--- src/rtl/mult_div_unit_if.sv ---
// Controller-side bundle for mult_div_unit: operation handshake, MTHI/MTLO writes, HI/LO readback.
interface mult_div_unit_if #(parameter int WIDTH = 32);
  logic             start;
  logic [1:0]       op;
  logic [WIDTH-1:0] a;
  logic [WIDTH-1:0] b;
  logic             hi_we;
  logic             lo_we;
  logic [WIDTH-1:0] wdata;
  logic             busy;
  logic             done;
  logic             div_by_zero;
  logic [WIDTH-1:0] hi;
  logic [WIDTH-1:0] lo;

  modport master (output start, op, a, b, hi_we, lo_we, wdata,
                  input  busy, done, div_by_zero, hi, lo);
  modport slave  (input  start, op, a, b, hi_we, lo_we, wdata,
                  output busy, done, div_by_zero, hi, lo);
endinterface

--- src/rtl/mult_div_unit.sv ---
// Iterative shift-add multiplier / restoring divider owning HI/LO (IDLE -> RUN x WIDTH -> FIX).
// Define MDU_SIGNED_EN to enable signed MULT/DIV (op[0]); otherwise everything is unsigned.
module mult_div_unit #(
  parameter int WIDTH = 32
) (
  input logic            clk,
  input logic            reset,
  mult_div_unit_if.slave bus
);
  localparam int CW = $clog2(WIDTH);

  typedef enum logic [1:0] {IDLE, RUN, FIX} state_t;

  state_t           state_q, state_d;
  logic [CW-1:0]    cnt_q, cnt_d;
  logic             is_div_q, is_div_d;
  logic             b_zero_q, b_zero_d;
  logic [WIDTH-1:0] acc_q, acc_d;   // product high half / partial remainder
  logic [WIDTH-1:0] mq_q, mq_d;     // multiplier / quotient
  logic [WIDTH-1:0] bv_q, bv_d;     // multiplicand / divisor magnitude
  logic [WIDTH-1:0] a_q, a_d;       // raw dividend, returned in HI on divide-by-zero
  logic [WIDTH-1:0] hi_q, hi_d;
  logic [WIDTH-1:0] lo_q, lo_d;
  logic             done_q, done_d;
  logic             dbz_q, dbz_d;
`ifdef MDU_SIGNED_EN
  logic             res_neg_q, res_neg_d;
  logic             rem_neg_q, rem_neg_d;
  logic             sgn;
`endif

  logic [WIDTH-1:0]   a_mag, b_mag;
  logic [WIDTH:0]     sum, add_v, rem_sh, trial;
  logic [2*WIDTH-1:0] prod;

  assign sum    = {1'b0, acc_q} + {1'b0, bv_q};
  assign add_v  = mq_q[0] ? sum : {1'b0, acc_q};
  assign rem_sh = {acc_q, mq_q[WIDTH-1]};
  assign trial  = rem_sh - {1'b0, bv_q};
  assign prod   = {acc_q, mq_q};

`ifdef MDU_SIGNED_EN
  assign sgn   = bus.op[0];
  assign a_mag = (sgn && bus.a[WIDTH-1]) ? -bus.a : bus.a;
  assign b_mag = (sgn && bus.b[WIDTH-1]) ? -bus.b : bus.b;
`else
  assign a_mag = bus.a;
  assign b_mag = bus.b;
`endif

  always_comb begin
    state_d  = state_q;
    cnt_d    = cnt_q;
    is_div_d = is_div_q;
    b_zero_d = b_zero_q;
    acc_d    = acc_q;
    mq_d     = mq_q;
    bv_d     = bv_q;
    a_d      = a_q;
    hi_d     = hi_q;
    lo_d     = lo_q;
    done_d   = 1'b0;
    dbz_d    = 1'b0;
`ifdef MDU_SIGNED_EN
    res_neg_d = res_neg_q;
    rem_neg_d = rem_neg_q;
`endif
    case (state_q)
      IDLE: begin
        if (bus.hi_we) hi_d = bus.wdata;
        if (bus.lo_we) lo_d = bus.wdata;
        if (bus.start) begin
          state_d  = RUN;
          cnt_d    = '0;
          is_div_d = bus.op[1];
          b_zero_d = (bus.b == '0);
          acc_d    = '0;
          mq_d     = a_mag;
          bv_d     = b_mag;
          a_d      = bus.a;
`ifdef MDU_SIGNED_EN
          res_neg_d = sgn & (bus.a[WIDTH-1] ^ bus.b[WIDTH-1]);
          rem_neg_d = sgn & bus.a[WIDTH-1];
`endif
        end
      end
      RUN: begin
        if (is_div_q) begin
          // Restoring step: keep the shifted remainder when the trial borrows.
          if (trial[WIDTH]) begin
            acc_d = rem_sh[WIDTH-1:0];
            mq_d  = {mq_q[WIDTH-2:0], 1'b0};
          end else begin
            acc_d = trial[WIDTH-1:0];
            mq_d  = {mq_q[WIDTH-2:0], 1'b1};
          end
        end else begin
          acc_d = add_v[WIDTH:1];
          mq_d  = {add_v[0], mq_q[WIDTH-1:1]};
        end
        cnt_d = cnt_q + 1'b1;
        if (cnt_q == CW'(WIDTH-1)) state_d = FIX;
      end
      FIX: begin
        state_d = IDLE;
        done_d  = 1'b1;
        dbz_d   = is_div_q & b_zero_q;
        if (is_div_q && b_zero_q) begin
          hi_d = a_q;
          lo_d = '1;
        end else if (is_div_q) begin
`ifdef MDU_SIGNED_EN
          hi_d = rem_neg_q ? -acc_q : acc_q;
          lo_d = res_neg_q ? -mq_q : mq_q;
`else
          hi_d = acc_q;
          lo_d = mq_q;
`endif
        end else begin
`ifdef MDU_SIGNED_EN
          {hi_d, lo_d} = res_neg_q ? -prod : prod;
`else
          {hi_d, lo_d} = prod;
`endif
        end
      end
      default: state_d = IDLE;
    endcase
  end

  always_ff @(posedge clk or posedge reset) begin
    if (reset) begin
      state_q  <= IDLE;
      cnt_q    <= '0;
      is_div_q <= 1'b0;
      b_zero_q <= 1'b0;
      acc_q    <= '0;
      mq_q     <= '0;
      bv_q     <= '0;
      a_q      <= '0;
      hi_q     <= '0;
      lo_q     <= '0;
      done_q   <= 1'b0;
      dbz_q    <= 1'b0;
`ifdef MDU_SIGNED_EN
      res_neg_q <= 1'b0;
      rem_neg_q <= 1'b0;
`endif
    end else begin
      state_q  <= state_d;
      cnt_q    <= cnt_d;
      is_div_q <= is_div_d;
      b_zero_q <= b_zero_d;
      acc_q    <= acc_d;
      mq_q     <= mq_d;
      bv_q     <= bv_d;
      a_q      <= a_d;
      hi_q     <= hi_d;
      lo_q     <= lo_d;
      done_q   <= done_d;
      dbz_q    <= dbz_d;
`ifdef MDU_SIGNED_EN
      res_neg_q <= res_neg_d;
      rem_neg_q <= rem_neg_d;
`endif
    end
  end

  assign bus.busy        = (state_q != IDLE);
  assign bus.done        = done_q;
  assign bus.div_by_zero = dbz_q;
  assign bus.hi          = hi_q;
  assign bus.lo          = lo_q;
endmodule

--- src/flat_wrapper.sv ---
// flat-port wrapper written by rule: the top's interface ports become plain ports
module mult_div_unit_flat 
#(
  parameter int WIDTH = 32
)
  (clk, reset, bus_start, bus_op, bus_a, bus_b, bus_hi_we, bus_lo_we, bus_wdata, bus_busy, bus_done, bus_div_by_zero, bus_hi, bus_lo);
  mult_div_unit_if #(.WIDTH(WIDTH)) bus_i ();
  input logic clk;
  input logic reset;
  input wire logic [$bits(bus_i.start)-1:0] bus_start;
  input wire logic [$bits(bus_i.op)-1:0] bus_op;
  input wire logic [$bits(bus_i.a)-1:0] bus_a;
  input wire logic [$bits(bus_i.b)-1:0] bus_b;
  input wire logic [$bits(bus_i.hi_we)-1:0] bus_hi_we;
  input wire logic [$bits(bus_i.lo_we)-1:0] bus_lo_we;
  input wire logic [$bits(bus_i.wdata)-1:0] bus_wdata;
  output wire logic [$bits(bus_i.busy)-1:0] bus_busy;
  output wire logic [$bits(bus_i.done)-1:0] bus_done;
  output wire logic [$bits(bus_i.div_by_zero)-1:0] bus_div_by_zero;
  output wire logic [$bits(bus_i.hi)-1:0] bus_hi;
  output wire logic [$bits(bus_i.lo)-1:0] bus_lo;
  assign bus_i.start = bus_start;
  assign bus_i.op = bus_op;
  assign bus_i.a = bus_a;
  assign bus_i.b = bus_b;
  assign bus_i.hi_we = bus_hi_we;
  assign bus_i.lo_we = bus_lo_we;
  assign bus_i.wdata = bus_wdata;
  assign bus_busy = bus_i.busy;
  assign bus_done = bus_i.done;
  assign bus_div_by_zero = bus_i.div_by_zero;
  assign bus_hi = bus_i.hi;
  assign bus_lo = bus_i.lo;
  mult_div_unit #(.WIDTH(WIDTH)) u_core (.clk(clk), .reset(reset), .bus(bus_i));
endmodule
--- config.mk ---
export PLATFORM = sky130hd
export DESIGN_NAME = mult_div_unit_flat
export DESIGN_NICKNAME = d
export VERILOG_FILES = /design/src/rtl/mult_div_unit_if.sv /design/src/rtl/mult_div_unit.sv /design/src/flat_wrapper.sv
export SDC_FILE = /design/constraint.sdc
export NUM_CORES = 1
export LEC_CHECK = 0
export BUFFER_PORTS_ARGS = -buffer_cell sky130_fd_sc_hd__buf_2
export CORE_MARGIN = 4
export CORE_UTILIZATION = 53
export DETAILED_ROUTE_END_ITERATION = 10
export GPL_TIMING_DRIVEN = 0
export PLACE_DENSITY_LB_ADDON = 0.15
export SYNTH_ARGS = -nofsm -noshare
export SYNTH_HDL_FRONTEND = slang
export SYNTH_SLANG_ARGS = --single-unit
export TNS_END_PERCENT = 5
--- constraint.sdc ---
create_clock -name clk -period 6.31 [get_ports clk]
set_input_delay 0.631 -clock clk [delete_from_list [all_inputs] [get_ports clk]]
set_output_delay 0.631 -clock clk [all_outputs]
set_load 0.02 [all_outputs]
==> out/metrics.cfg <==
[power]
p_leak_uw = 0.007002
power_density_nw_per_um2 = 702.3
peakVddDrop_uv = 428.1
power_uw = 10460

[setup_path]
cp-startpoint = u_core.mq_q[31]$_DFFE_PP0P_
rr_worst_depth = 14
r2r_end = u_core.acc_q[25]$_DFFE_PP0P_
crit_buf_inv = 3
endpoint = u_core.acc_q[25]$_DFFE_PP0P_
reg2reg_from = u_core.mq_q[31]$_DFFE_PP0P_
critPathMostFrequentCell = buf_6
path_class = flip-flop to flip-flop
start_kind = flip-flop
cp_cell_sequence = inv_1 > ha_1 > fa_1 > nand2b_1 > a21oi_1 > o211ai_2 > nand3_2 > a41oi_4 > o21ba_4 > xnor2_2 > buf_6 > buf_6 > nor3_1 > nor4_1
reg2reg_slack_ns = 2.68
crit_arrival_ns = 4.03
crit_required_ns = 6.71
cpPeakStageDelay_ns = 0.45
crit_family = compound AO/OA/AOI/OAI gates
crit_slowest_cell = dfrtp_1
cp-end-kind = flip-flop
cp.depth = 14
crit_fanout = 10

[clock_network]
htreeDepth = 1
root_buffer = clkbuf_16
clk_latency_ns = 0.53
clk_pin_slew_ns = 0.06
clk_path_buf_depth = 3
cts_resized = 0
hold_buffers = 0
cts.sinks = 203
cts_buffers = 24
cts_tree = built
cts_setup_buffers = 0

[yosys]
synth_edf_count = 0
synth.net_count = 1700
ys_warn_count = 0
synthTopCellsByArea = dfrtp_1, nand2_1, o21ai_0
synth_area_um2 = 12780
avgSynthCellArea_um2 = 8.362
synth_top_cell_area_share = 0.3973
ys_types = 64
ys_seq_elements = 203
synth-main-ff-cell = dfrtp_1
async_reset_ff_frac = 1.000
yosysTopAreaCell = dfrtp_1
seq_area_frac_synth = 0.3973
netlist_instances = 1529

[outcome]
status = finished, final reports clean

[routing]
via_count = 12300
wl_per_cell_um = 19.91
drtIter0Drc = 1355
post-route-drc-count = 0
drt_wl_total_um = 41030
detail-route-antenna-nets = 0
dr.pass1.iters = 8
via_per_inst = 5.969

[sta]
final.min_clock_period_ns = 3.629
tns_ns = 0
whs_ns = 0.1499
fin_crit_sh = 0.5750
relSlewSlack = 0.3979
hold_viol = 0
fmax_mhz = 275.6
grt_setup_unrepaired = false
fin_skew_ns = 0.01312
max_slew.worst_pin.slew_ns = 0.9013
setup_viol = 0
maxSlewViolCount = 0

[grt]
grt_usage = 0.2995
overflow = 0
grt_pass1_vias = 11750
grt_antenna_before_repair = 0
grt_max_degree = 131
grt_pass1_wl_um = 63620

[floorplanning]
start_util = 0.5414
dieHeight_um = 163.3
fp-row-count = 56
dieArea_um2 = 26670
io_pins = 170
core_um2 = 23610
die_x_um = 163.3

[cells_and_area]
syn2layout_area_growth_pct = 16.49
final_common_cell = nand2_1
num_antenna_cells = 0
mostFrequentLayoutCells = nand2_1, dfrtp_1, o21ai_0
fin_cells = 2061
drive_gt1_frac = 0.1349
final_area_um2 = 14890
fin_nets = 1895

[flow_run]
drv_cap = 0

[place]
gp_congestion = 0.9535
dpl.hpwl_um = 31360
dpl-instance-area_um2 = 14060
dp_cells = 2017
io_buffers = 168

[hold_path]
hp-class = input port to async pin

sequential cells by signal, indices dropped and copies added, names as in the netlist:
| signal | flops |
|---|---|
| u_core.bus.lo | 32 |
| u_core.cnt_q | 5 |
| u_core.b_zero_q | 1 |
| u_core.is_div_q | 1 |
| u_core.bus.hi | 32 |
| u_core.a_q | 32 |
| u_core.acc_q | 32 |
| u_core.bus.done | 1 |
| u_core.state_q | 2 |
| u_core.bv_q | 32 |
| u_core.bus.div_by_zero | 1 |
| u_core.mq_q | 32 |
report_power, final:
group / switching [uW] / total, uW / leakage (uW) / internal (uW)
clock: 573 / 1460 / 0.000413 / 889
sequential: 643 / 2590 / 0.00250 / 1950
combinational: 3820 / 6410 / 0.00409 / 2580
cells by family (layout without fill, tap and decap cells):
| kind of cell | Yosys count | after routing | share of synthesized area |
|---|---|---|---|
| mux | 58 | 58 | 0.04570 |
| compound gates | 465 | 465 | 0.2271 |
| simple gates | 546 | 546 | 0.1819 |
| xor+xnor | 52 | 52 | 0.03768 |
| fa+ha+maj | 68 | 68 | 0.06772 |
| flops | 203 | 203 | 0.3973 |
| buf+inv | 137 | 350 | 0.04257 |
through the flow:
| step | worst slack, ns | utilization |
|---|---|---|
| floorplan | 0.1399 | - |
| global placement | -2.231 | 0.5939 |
| detailed placement | 2.741 | 0.5954 |
| CTS | 2.709 | 0.6307 |
| global route | 2.561 | 0.6307 |
| finish | 2.681 | 0.6307 |
cell type report:
class	instances	area [um^2]
plain buffers	87	356.6
flip-flops and latches	203	5080
clock buffers	37	740.7
repair buffers	169	868.3
well taps	319	399.1
inverters	50	195.2
clock inverters	7	92.59
multi-input cells	1189	7161
fillers	2108	8720
worst min-delay path by stage:
stage	from	end	slack, ns	cells after the start
2_1_floorplan	u_core.a_q[31]$_DFFE_PP0P_	u_core.a_q[31]$_DFFE_PP0P_	0.45	2
3_3_place_gp	u_core.bus.hi[13]$_DFFE_PP0P_	u_core.bus.hi[13]$_DFFE_PP0P_	0.46	2
3_5_place_dp	u_core.a_q[5]$_DFFE_PP0P_	u_core.a_q[5]$_DFFE_PP0P_	0.46	2
4_1_cts	reset	u_core.bus.hi[6]$_DFFE_PP0P_	0.18	2
5_1_grt	reset	u_core.bus.hi[6]$_DFFE_PP0P_	0.20	2
6_report	reset	u_core.bus.done$_DFF_PP0_	0.15	2
cell usage after synthesis, types with 11 or more instances:
cell and number:
a211oi_1 12, a21o_1 27, a21oi_1 81, clkbuf_1 73, dfrtp_1 203, ha_1 66
inv_1 48, mux2i_1 55, nand2_1 365, nand2b_1 11, nand3_1 45, nor2_1 49
nor2b_1 13, nor3_1 14, o211ai_1 38, o21ai_0 177, o22ai_1 33, o31ai_1 12
xnor2_1 31, xor2_1 19
per-layer routing:
layer	vias up	wire [um]	track usage
met4	0	981	0.07930
met2	569	18560	0.4868
met3	78	3568	0.04264
li1	5829	-	-
met1	5827	17920	0.4240
met5	-	0	0
Note: power is estimated with default switching activity, not from simulation.
